File: src/rtl/fwd_scoreboard_if.sv
// Decode-side handshake bundle for fwd_scoreboard: decode fields in,
// stall and forward selects out.
interface fwd_scoreboard_if #(
    parameter int AW   = 4,
    parameter int SRCS = 2,
    parameter int SW   = 2
);
    logic                 hold;
    logic                 flush_e;
    logic                 issue_valid;
    logic                 issue_we;
    logic [AW-1:0]        issue_wa;
    logic                 issue_isload;
    logic [SRCS*AW-1:0]   ra_d;
    logic [SRCS-1:0]      ra_used_d;
    logic                 stall_d;
    logic [SRCS*SW-1:0]   fwd_sel_e;
    logic                 busy_e;

    modport master (
        output hold, flush_e, issue_valid, issue_we,
        output issue_wa, issue_isload, ra_d, ra_used_d,
        input  stall_d, fwd_sel_e, busy_e
    );

    modport slave (
        input  hold, flush_e, issue_valid, issue_we,
        input  issue_wa, issue_isload, ra_d, ra_used_d,
        output stall_d, fwd_sel_e, busy_e
    );
endinterface

File: src/rtl/fwd_scoreboard.sv
// Hazard/forwarding scoreboard tracking DEPTH post-decode destination tags.
// Define FWD_SCOREBOARD_STATS_EN to add stall_cnt / fwd_cnt counters.
module fwd_scoreboard #(
    parameter int NREG   = 16,
    parameter int DEPTH  = 3,
    parameter int SRCS   = 2,
    parameter int PC_REG = 15
) (
    input  logic            clk,
    input  logic            reset,
    fwd_scoreboard_if.slave sb
`ifdef FWD_SCOREBOARD_STATS_EN
    ,
    output logic [31:0]     stall_cnt,
    output logic [31:0]     fwd_cnt
`endif
);
    localparam int AW = $clog2(NREG);
    localparam int SW = $clog2(DEPTH);

    typedef struct packed {
        logic          v;
        logic          we;
        logic [AW-1:0] wa;
        logic          ld;
    } entry_t;

    entry_t             ent_q [DEPTH];
    entry_t             ent_d [DEPTH];
    logic [SRCS*SW-1:0] fwd_q;
    logic [SRCS*SW-1:0] fwd_d;
    logic [DEPTH-2:0]   match [SRCS];
    logic               stall;
    logic               ins;

    // W (stage DEPTH-1) is never matched: the regfile write-then-read covers it
    always_comb begin
        for (int i = 0; i < SRCS; i++) begin
            for (int k = 0; k < DEPTH - 1; k++) begin
                match[i][k] = sb.ra_used_d[i]
                    && (sb.ra_d[i*AW +: AW] != AW'(PC_REG))
                    && ent_q[k].v && ent_q[k].we
                    && (ent_q[k].wa == sb.ra_d[i*AW +: AW]);
            end
        end
    end

    always_comb begin
        stall = 1'b0;
        for (int i = 0; i < SRCS; i++) begin
            for (int k = 0; k + 2 < DEPTH; k++) begin
                if (match[i][k] && ent_q[k].ld) begin
                    stall = 1'b1;
                end
            end
        end
        stall = stall && sb.issue_valid && !reset;
    end

    assign ins = sb.issue_valid && !stall && !sb.flush_e;

    // descending scan so the youngest producer overwrites older ones
    always_comb begin
        fwd_d = fwd_q;
        if (!sb.hold) begin
            fwd_d = '0;
            for (int i = 0; i < SRCS; i++) begin
                for (int k = DEPTH - 2; k >= 0; k--) begin
                    if (ins && match[i][k]) begin
                        fwd_d[i*SW +: SW] = SW'(k + 1);
                    end
                end
            end
        end
    end

    always_comb begin
        for (int k = 0; k < DEPTH; k++) begin
            ent_d[k] = ent_q[k];
        end
        if (!sb.hold) begin
            for (int k = 1; k < DEPTH; k++) begin
                ent_d[k] = ent_q[k-1];
            end
            ent_d[0].v  = ins;
            ent_d[0].we = sb.issue_we;
            ent_d[0].wa = sb.issue_wa;
            ent_d[0].ld = sb.issue_isload;
        end
    end

    always_ff @(posedge clk) begin
        if (reset) begin
            for (int k = 0; k < DEPTH; k++) begin
                ent_q[k] <= '0;
            end
            fwd_q <= '0;
        end else begin
            for (int k = 0; k < DEPTH; k++) begin
                ent_q[k] <= ent_d[k];
            end
            fwd_q <= fwd_d;
        end
    end

    assign sb.stall_d   = stall;
    assign sb.fwd_sel_e = fwd_q;
    assign sb.busy_e    = ent_q[0].v;

`ifdef FWD_SCOREBOARD_STATS_EN
    logic [31:0] stall_cnt_q;
    logic [31:0] stall_cnt_d;
    logic [31:0] fwd_cnt_q;
    logic [31:0] fwd_cnt_d;
    logic [32:0] fwd_sum;

    always_comb begin
        stall_cnt_d = stall_cnt_q;
        if (stall && !sb.hold && (stall_cnt_q != '1)) begin
            stall_cnt_d = stall_cnt_q + 32'd1;
        end
        fwd_sum = {1'b0, fwd_cnt_q};
        if (!sb.hold) begin
            for (int i = 0; i < SRCS; i++) begin
                if (fwd_d[i*SW +: SW] != '0) begin
                    fwd_sum = fwd_sum + 33'd1;
                end
            end
        end
        fwd_cnt_d = fwd_sum[32] ? '1 : fwd_sum[31:0];
    end

    always_ff @(posedge clk) begin
        if (reset) begin
            stall_cnt_q <= '0;
            fwd_cnt_q   <= '0;
        end else begin
            stall_cnt_q <= stall_cnt_d;
            fwd_cnt_q   <= fwd_cnt_d;
        end
    end

    assign stall_cnt = stall_cnt_q;
    assign fwd_cnt   = fwd_cnt_q;
`endif
endmodule

File: src/flat_wrapper.sv
// flat-port wrapper written by rule: the top's interface ports become plain ports
module fwd_scoreboard_flat 
#(
    parameter int NREG   = 16,
    parameter int DEPTH  = 3,
    parameter int SRCS   = 2,
    parameter int PC_REG = 15
)
  (clk, reset, sb_hold, sb_flush_e, sb_issue_valid, sb_issue_we, sb_issue_wa, sb_issue_isload, sb_ra_d, sb_ra_used_d, sb_stall_d, sb_fwd_sel_e, sb_busy_e);
  fwd_scoreboard_if #(.AW((4)), .SRCS(SRCS), .SW((2))) sb_i ();
  input  logic clk;
  input  logic reset;
  input wire logic [$bits(sb_i.hold)-1:0] sb_hold;
  input wire logic [$bits(sb_i.flush_e)-1:0] sb_flush_e;
  input wire logic [$bits(sb_i.issue_valid)-1:0] sb_issue_valid;
  input wire logic [$bits(sb_i.issue_we)-1:0] sb_issue_we;
  input wire logic [$bits(sb_i.issue_wa)-1:0] sb_issue_wa;
  input wire logic [$bits(sb_i.issue_isload)-1:0] sb_issue_isload;
  input wire logic [$bits(sb_i.ra_d)-1:0] sb_ra_d;
  input wire logic [$bits(sb_i.ra_used_d)-1:0] sb_ra_used_d;
  output wire logic [$bits(sb_i.stall_d)-1:0] sb_stall_d;
  output wire logic [$bits(sb_i.fwd_sel_e)-1:0] sb_fwd_sel_e;
  output wire logic [$bits(sb_i.busy_e)-1:0] sb_busy_e;
  assign sb_i.hold = sb_hold;
  assign sb_i.flush_e = sb_flush_e;
  assign sb_i.issue_valid = sb_issue_valid;
  assign sb_i.issue_we = sb_issue_we;
  assign sb_i.issue_wa = sb_issue_wa;
  assign sb_i.issue_isload = sb_issue_isload;
  assign sb_i.ra_d = sb_ra_d;
  assign sb_i.ra_used_d = sb_ra_used_d;
  assign sb_stall_d = sb_i.stall_d;
  assign sb_fwd_sel_e = sb_i.fwd_sel_e;
  assign sb_busy_e = sb_i.busy_e;
  fwd_scoreboard #(.NREG(NREG), .DEPTH(DEPTH), .SRCS(SRCS), .PC_REG(PC_REG)) u_core (.clk(clk), .reset(reset), .sb(sb_i));
endmodule
File: config.mk
export PLATFORM = sky130hd
export DESIGN_NAME = fwd_scoreboard_flat
export DESIGN_NICKNAME = d
export VERILOG_FILES = /design/src/rtl/fwd_scoreboard_if.sv /design/src/rtl/fwd_scoreboard.sv /design/src/flat_wrapper.sv
export SDC_FILE = /design/constraint.sdc
export NUM_CORES = 1
export LEC_CHECK = 0
export ABC_AREA = 1
export CORE_MARGIN = 3
export CORE_UTILIZATION = 52
export CTS_CLUSTER_DIAMETER = 80
export CTS_CLUSTER_SIZE = 8
export DETAILED_ROUTE_END_ITERATION = 10
export PLACE_DENSITY_LB_ADDON = 0.25
export SYNTH_ARGS = -nofsm -noshare
export SYNTH_HDL_FRONTEND = slang
export SYNTH_SLANG_ARGS = --single-unit
File: constraint.sdc
create_clock -name clk -period 1.9 [get_ports clk]
set_clock_uncertainty 0.05 [all_clocks]
set_input_delay 0.38 -clock clk [delete_from_list [all_inputs] [get_ports clk]]
set_output_delay 0.38 -clock clk [all_outputs]
set_load 0.03 [all_outputs]
# After elaboration in Yosys (flattened, before gate mapping)
# Memories as Yosys holds them, arrays and structs flattened.
# Cells that the tools add are included.
[totals]
output_inout_bits = 6
mem_bits_rw = 21
inputBits = 21
memories = 1
wordCells = 53
reg_bits = 4
[memory_table]
columns = ["name", "depth", "width", "read_ports", "rd_clocked_by_memory_dff", "write_ports", "line", "source"]
rows = [
  ["u_core.ent_q", 3, 7, 2, 0, 3, "fwd_scoreboard.sv:28", "entry_t ent_q [DEPTH];"],
]
[op_classes]
reduce_logical = 28
bitwise = 3
mux = 13
n_eq_ne = 7
[op_table]
columns = ["op", "n"]
rows = [
  ["1-bit logical AND", 24],
  ["21-bit two-way mux", 1],
  ["7-bit two-way mux", 3],
  ["4-bit == test", 4],
  ["2-bit two-way mux", 4],
  ["4-bit inequality test, second input constant", 2],
  ["1-bit two-way mux", 5],
  ["1-bit logical NOT", 3],
  ["1-bit OR", 3],
  ["2-bit AND reduction", 1],
  ["1-bit inequality test, second input constant", 1],
]

# Longest topological paths before layout
# Gate-level depths: netlist of run 1.
[depth]
word_depth = 16
depth_mapped = 11
depth_no_buf = 11

# Worst setup path after synthesis of run 1
# Ideal clock, no wire load.
[synth_path]
path_type = "flip-flop to output port"
startpoint = "memory u_core.ent_q[0][6] (netlist bit)"
endpoint = "output port sb_stall_d"
t_arrival_ns = 1.308
t_required_ns = 1.470
stages_incl_launch_ff = 9
path_buffers = 0
slack_ns = 0.162
path_cell_list = "edfxtp_1 > nand2_1 > a21oi_1 > nand2_1 > nor2_1 > nand2_1 > nand2_2 > nand2_4 > inv_1"
[synth_lines]
columns = ["element", "line", "source"]
rows = [
  ["from (decl)", "fwd_scoreboard.sv:28", ""],
  ["to (decl)", "flat_wrapper.sv:21", "output wire logic [$bits(sb_i.stall_d)-1:0] sb_stall_d;"],
]

==> reports/qor.txt, run 1 <==
Worst skew pair latency: 0.30 ns
Placed insts: 244
Worst-path fanout max: 3
Sequential fraction of the synthesis area: 41.5%
Nets: 247
Most frequent cells in the layout: 64 x nand2_1, 34 x nor2_1, 25 x inv_1, 21 x buf_4, 17 x clkdlybuf4s50_1
Crit end category: output pin
Vias: 1,227
Setup violations, final: 1
Fill cell count: 158
Avg Cell Area, Syn: 6.51 µm²
Area Growth Syn to Fin: 43.4%
Post-synthesis register bit count: 17
Inserted Diodes: 0
Post-layout min period: 1.93 ns
Root buffer cell: clkbuf_4
Area of the multi-input gates: 546 µm²
TritonCTS clock tree: built
Largest net degree at the start of global routing: 15
Final period utilization: 101%
Initial Util: 56.1%
Worst setup margin: -0.0278 ns
Die Y-Extent: 52.7 µm
Distinct cells, synth: 16
Hold Slack: 0.423 ns
Peak VDD IR: 0.466 mV
Synth Cell Area: 1130 µm²
H-tree Lvls: 1
Final Hold Viols: 0
CP arrival: 1.50 ns
Wire per inst: 12.3 µm
PortBufs: 26
HP Class: register to register
Vias in the first global route: 1,152
Syn Inst Count: 174
Share of layout cells above drive strength 1: 19.1%
Max-Cap Viols: 0
Clk sinks: 17
YS warnings: 0
First-pass DRT Iterations: 4
Hold Path Cell Cnt: 2
Critical path class: register to output pin
Initial antenna violation count: 0
Startpoint types: register
Total core area: 2020 µm²
Commonest non-fill, non-tap cell in the layout: nand2_1
RSZ-0062 raised after global routing: yes
Buffers from clock root to sink, at most: 2
Fmax: 0.519 GHz
First-pass GRT wire length: 5000 µm
Slew @ Worst Pin: 0.313 ns
HPWL after detailed placement: 2190 µm
Register Area: 470 µm²
Pwr dens: 536 nW/µm²
Die area: 2780 µm²
IO Pins: 27
Post-Syn Nets: 195
Vias per cell: 4.87
DR DRC count: 0
Total congestion overflow: 0
Final non-filler cell total: 252
Clock transition at path regs: 0.10 ns
Num CTS Buffers: 3
CP required: 1.47 ns
GRT Overall Usage: 25.3%
R2R cell count: 10
Failing checks: setup timing
Die Wd: 52.7 µm
Num rows: 16
Detail Route Antenna Nets: 0
WL final: 3110 µm
GPL Wtd Cong: 0.833
Max-slew violations: 0
Status: finished, violations left
Relative slew margins: 79.0%
DR iter-0 viols: 27
Leakage: 0.855 nW
## worst max-delay path, stage by stage (launching register included)
cell and delay [ns]:
edfxtp_1 0.42, nand2_2 0.11, a21oi_2 0.13, nand2_1 0.08
nor2_1 0.10, nand2_1 0.07, nand2_2 0.07, nand2_4 0.05
inv_2 0.05, buf_6 0.12
## flip-flops by register name, indices dropped and copies added (netlist names)
signal	flops
u_core.ent_q	13
u_core.sb.fwd_sel_e	4
## power by group
group          internal (mW)  total, mW  switching (mW)
clock network         0.0819      0.198           0.117
logic                  0.107      0.225           0.118
registers              0.427      0.448          0.0213
## metal layers
| layer | share of wire (%) | vias to the layer above | wire length (µm) | track usage (%) |
|---|---|---|---|---|
| met5 | 0 | - | 0 | 0 |
| li1 | - | 630 | - | - |
| met2 | 51 | 42 | 1580 | 44.2 |
| met3 | 4.6 | 9 | 144 | 3.70 |
| met4 | 2.4 | 0 | 74 | 12.3 |
| met1 | 42 | 546 | 1310 | 29.9 |
## what timing repair did
item | CTS | global route
pin swaps | 6 | 1
endpoints found under the setup margin | 1 | 1
setup buffers | 3 | 1
hold buffers | 0 | 0
gates resized for setup | 13 | 0
## worst paths after layout
path	slack, ns	to	startpoint
hold reg to reg	0.42	u_core.sb.fwd_sel_e[3]	u_core.sb.fwd_sel_e[3]
hold / removal	0.42	u_core.sb.fwd_sel_e[3]	u_core.sb.fwd_sel_e[3]
setup / recovery	-0.03	sb_stall_d	u_core.ent_q[0][6]
setup reg to reg	0.34	u_core.ent_q[0][6]	u_core.ent_q[0][6]
## cell type report
class	instances	area share [%]
timing repair buffer	48	26.4
multi-input combinational	124	33.6
tap	27	2.08
clock buffer	4	1.62
inverter	32	7.39
sequential	17	28.9
## Yosys cell counts
cell,count,area [µm²]
inv_2,4,15.0
inv_1,27,101
nor2_1,34,128
xor2_1,2,17.5
nand2_2,2,12.5
a21oi_1,2,10.0
clkinv_1,1,3.75
nand2_1,65,244
nor2_2,1,6.26
nand2_4,2,22.5
dfxtp_1,4,80.1
o21ai_2,4,35.0
edfxtp_1,13,390
clkbuf_1,1,3.75
nand4_1,3,18.8
nand3_1,9,45.0
## kinds of logic after synthesis
family	Yosys count	synth area share [%]
XOR/XNOR	2	1.55
buffers and inverters	33	10.9
AND/OR/NAND/NOR	116	42.1
AO/OA/AOI/OAI	6	3.97
flip-flops	17	41.5
## metrics by stage
| stage | utilization [%] | cell area [µm²] | worst slack [ns] | setup TNS, ns | power, mW |
|---|---|---|---|---|---|
| finish | 80.4 | 1630 | -0.0278 | -0.0278 | 0.872 |
| global route | 80.4 | 1630 | -0.129 | -0.129 | 0.923 |
| CTS | 80.0 | 1620 | -0.0398 | -0.0398 | 0.873 |
| detailed placement | 77.6 | 1570 | -0.200 | -0.346 | 0.664 |
| global placement | 77.6 | 1570 | -0.158 | -0.246 | 0.657 |
| floorplan | - | 1130 | 0.162 | 0 | 0.549 |
No activity file was read; power rests on OpenSTA's default activity.
==> inputs of run 2 (changes only) <==
- CAP_MARGIN: not set -> 40
- RECOVER_POWER: not set -> 50
==> run 2 against run 1 <==
The flow still finishes with violations (setup timing). Design area down 1.2%. Count of clock-buffer cells in the layout unchanged. Fmax about the same. Sequential cell count unchanged.
==> reports/qor.txt, run 2 (synthesis results as in run 1) <==
CP required: 1.47 ns (about the same)
Max-slew violations: 0 (unchanged)
Num CTS Buffers: 3 (unchanged)
GRT Overall Usage: 25.3% (unchanged)
Clock share of power: 23.2% (was 22.8%)
M2 GR Usage: 44.2% (unchanged)
First-pass GRT wire length: 5000 µm (unchanged)
Final period utilization: 102% (was 101%)
Critical path class: register to output pin (unchanged)
HP Class: register to register (unchanged)
Startpoint types: register (unchanged)
Vias: 1,224 (was 1,227)
Inserted Diodes: 0 (unchanged)
Detail Route Antenna Nets: 0 (unchanged)
Hold Path Cell Cnt: 2 (unchanged)
Worst skew pair latency: 0.31 ns (was 0.30 ns)
Largest net degree at the start of global routing: 15 (unchanged)
Leakage: 0.845 nW (was 0.855 nW)
Final core occ: 79.5% (was 80.4%)
Clk sinks: 17 (unchanged)
IO Pins: 27 (unchanged)
CP max stage delay: 0.41 ns (was 0.42 ns)
Relative slew margins: 60.9% (was 79.0%)
Die area: 2780 µm² (unchanged)
Failing checks: setup timing (unchanged)
Worst setup margin: -0.0290 ns (was -0.0278 ns)
Max reg flops: 13 (unchanged)
Initial Util: 56.1% (unchanged)
# hold bufs at CTS: 0 (unchanged)
Sequential share of power: 51.5% (was 51.4%)
Status: finished, violations left (unchanged)
Setup violations, final: 1 (unchanged)
Slew @ Worst Pin: 0.586 ns (was 0.313 ns)
CP arrival: 1.50 ns (about the same)
Wire per inst: 12.4 µm (was 12.3 µm)
Share of layout cells above drive strength 1: 18.7% (was 19.1%)
GRT busiest layer: met2 (unchanged)
RSZ-0062 raised after global routing: yes (unchanged)
P_int: 611 µW (was 616 µW)
DR DRC count: 0 (unchanged)
Total core area: 2020 µm² (unchanged)
Die Wd: 52.7 µm (unchanged)
Crit end category: output pin (unchanged)
Num rows: 16 (unchanged)
Post-layout min period: 1.93 ns (about the same)
CP max stage cell: edfxtp_1 (unchanged)
First-pass DRT Iterations: 4 (unchanged)
GPL Wtd Cong: 0.833 (unchanged)
Hold Slack: 0.424 ns (was 0.423 ns)
Commonest non-fill, non-tap cell in the layout: nand2_1 (unchanged)
Vias per cell: 4.86 (was 4.87)
WL final: 3120 µm (was 3110 µm)
TritonCTS clock tree: built (unchanged)
Initial antenna violation count: 0 (unchanged)
Pwr dens: 542 nW/µm² (was 536 nW/µm²)
M1 GR Usage: 29.9% (unchanged)
Most frequent cells in the layout: 64 x nand2_1, 34 x nor2_1, 25 x inv_1, 20 x buf_4, 16 x clkdlybuf4s50_1 (was 64 x nand2_1, 34 x nor2_1, 25 x inv_1, 21 x buf_4, 17 x clkdlybuf4s50_1)
Nets: 247 (unchanged)
Switching Power: 259 µW (was 256 µW)
Crit-path cells: nand2_2 -> a21oi_2 -> nand2_1 -> nor2_1 -> nand2_1 -> nand2_2 -> nand2_4 -> inv_2 -> buf_6 (unchanged)
Root buffer cell: clkbuf_4 (unchanged)
Area Growth Syn to Fin: 41.7% (was 43.4%)
Worst reg-to-reg setup slack: 0.32 ns (was 0.34 ns)
Buffers from clock root to sink, at most: 2 (unchanged)
PortBufs: 26 (unchanged)
Combinational Power Share: 25.3% (was 25.8%)
H-tree Lvls: 1 (unchanged)
Largest Register: u_core.ent_q (unchanged)
Total congestion overflow: 0 (unchanged)
Die Y-Extent: 52.7 µm (unchanged)
Vias in the first global route: 1,152 (unchanged)
Worst-path fanout max: 3 (unchanged)
Fmax: 0.518 GHz (was 0.519 GHz)
M3 GR Usage: 3.70% (unchanged)
R2R cell count: 10 (unchanged)
Switching share of power: 29.8% (was 29.4%)
Peak VDD IR: 0.466 mV (about the same)
Clock transition at path regs: 0.11 ns (was 0.10 ns)
HPWL after detailed placement: 2190 µm (unchanged)
Max-Cap Viols: 0 (unchanged)
Final Hold Viols: 0 (unchanged)
DR iter-0 viols: 36 (was 27)
-- run 2: critical path: cells and delay by family, from the launching register on --
family                 cells  cell delay (ns)
AND/OR/NAND/NOR            6             0.48
flip-flops                 1             0.41
buffers and inverters      2             0.17
AO/OA/AOI/OAI              1             0.13
-- run 2: through the flow --
| stage | power, mW | instance area [µm²] | std cells | TNS, ns | setup slack, ns |
|---|---|---|---|---|---|
| after global routing | 0.917 | 1610 | 252 | -0.129 | -0.129 |
| after global placement | 0.657 | 1570 | 244 | -0.246 | -0.158 |
| after floorplan | 0.549 | 1130 | 174 | 0 | 0.162 |
| final | 0.870 | 1610 | 252 | -0.0290 | -0.0290 |
| after detailed placement | 0.664 | 1570 | 244 | -0.346 | -0.200 |
| after CTS | 0.873 | 1620 | 251 | -0.0398 | -0.0398 |
-- run 2: layout make-up --
cell class,instances,area [µm²]
clock buffers,4,26.3
fillers,162,415
inverters,32,120
multi-input cells,124,546
flip-flops and latches,17,470
well taps,27,33.8
repair buffers,48,410
-- run 2: final timing paths --
kind	startpoint	endpoint
min	u_core.sb.fwd_sel_e[3]	u_core.sb.fwd_sel_e[3]
max	u_core.ent_q[0][6]	sb_stall_d
max reg2reg	u_core.ent_q[0][6]	u_core.ent_q[0][6]
min reg2reg	u_core.sb.fwd_sel_e[3]	u_core.sb.fwd_sel_e[3]
-- run 2: layer usage --
metal	wire [µm]	up-vias	share of wire, %
met4	101	0	3.2
met5	0	-	0
met1	1340	541	43
li1	-	629	-
met3	130	12	4.2
met2	1550	42	50
-- run 2: what timing repair did --
action                                  4_1_cts  5_1_grt
setup buffers                                 3        1
endpoints found under the setup margin        1        1
gates resized for setup                      13        0
pin swaps                                     6        1
-- run 2: power groups by stage --
stage,Combinational [mW],Sequential [mW],Clock [mW]
CTS,0.219,0.447,0.207
detailed placement,0.211,0.453,0
global route,0.243,0.450,0.225
floorplan,0.0977,0.451,0
finish,0.220,0.448,0.202
global placement,0.205,0.452,0
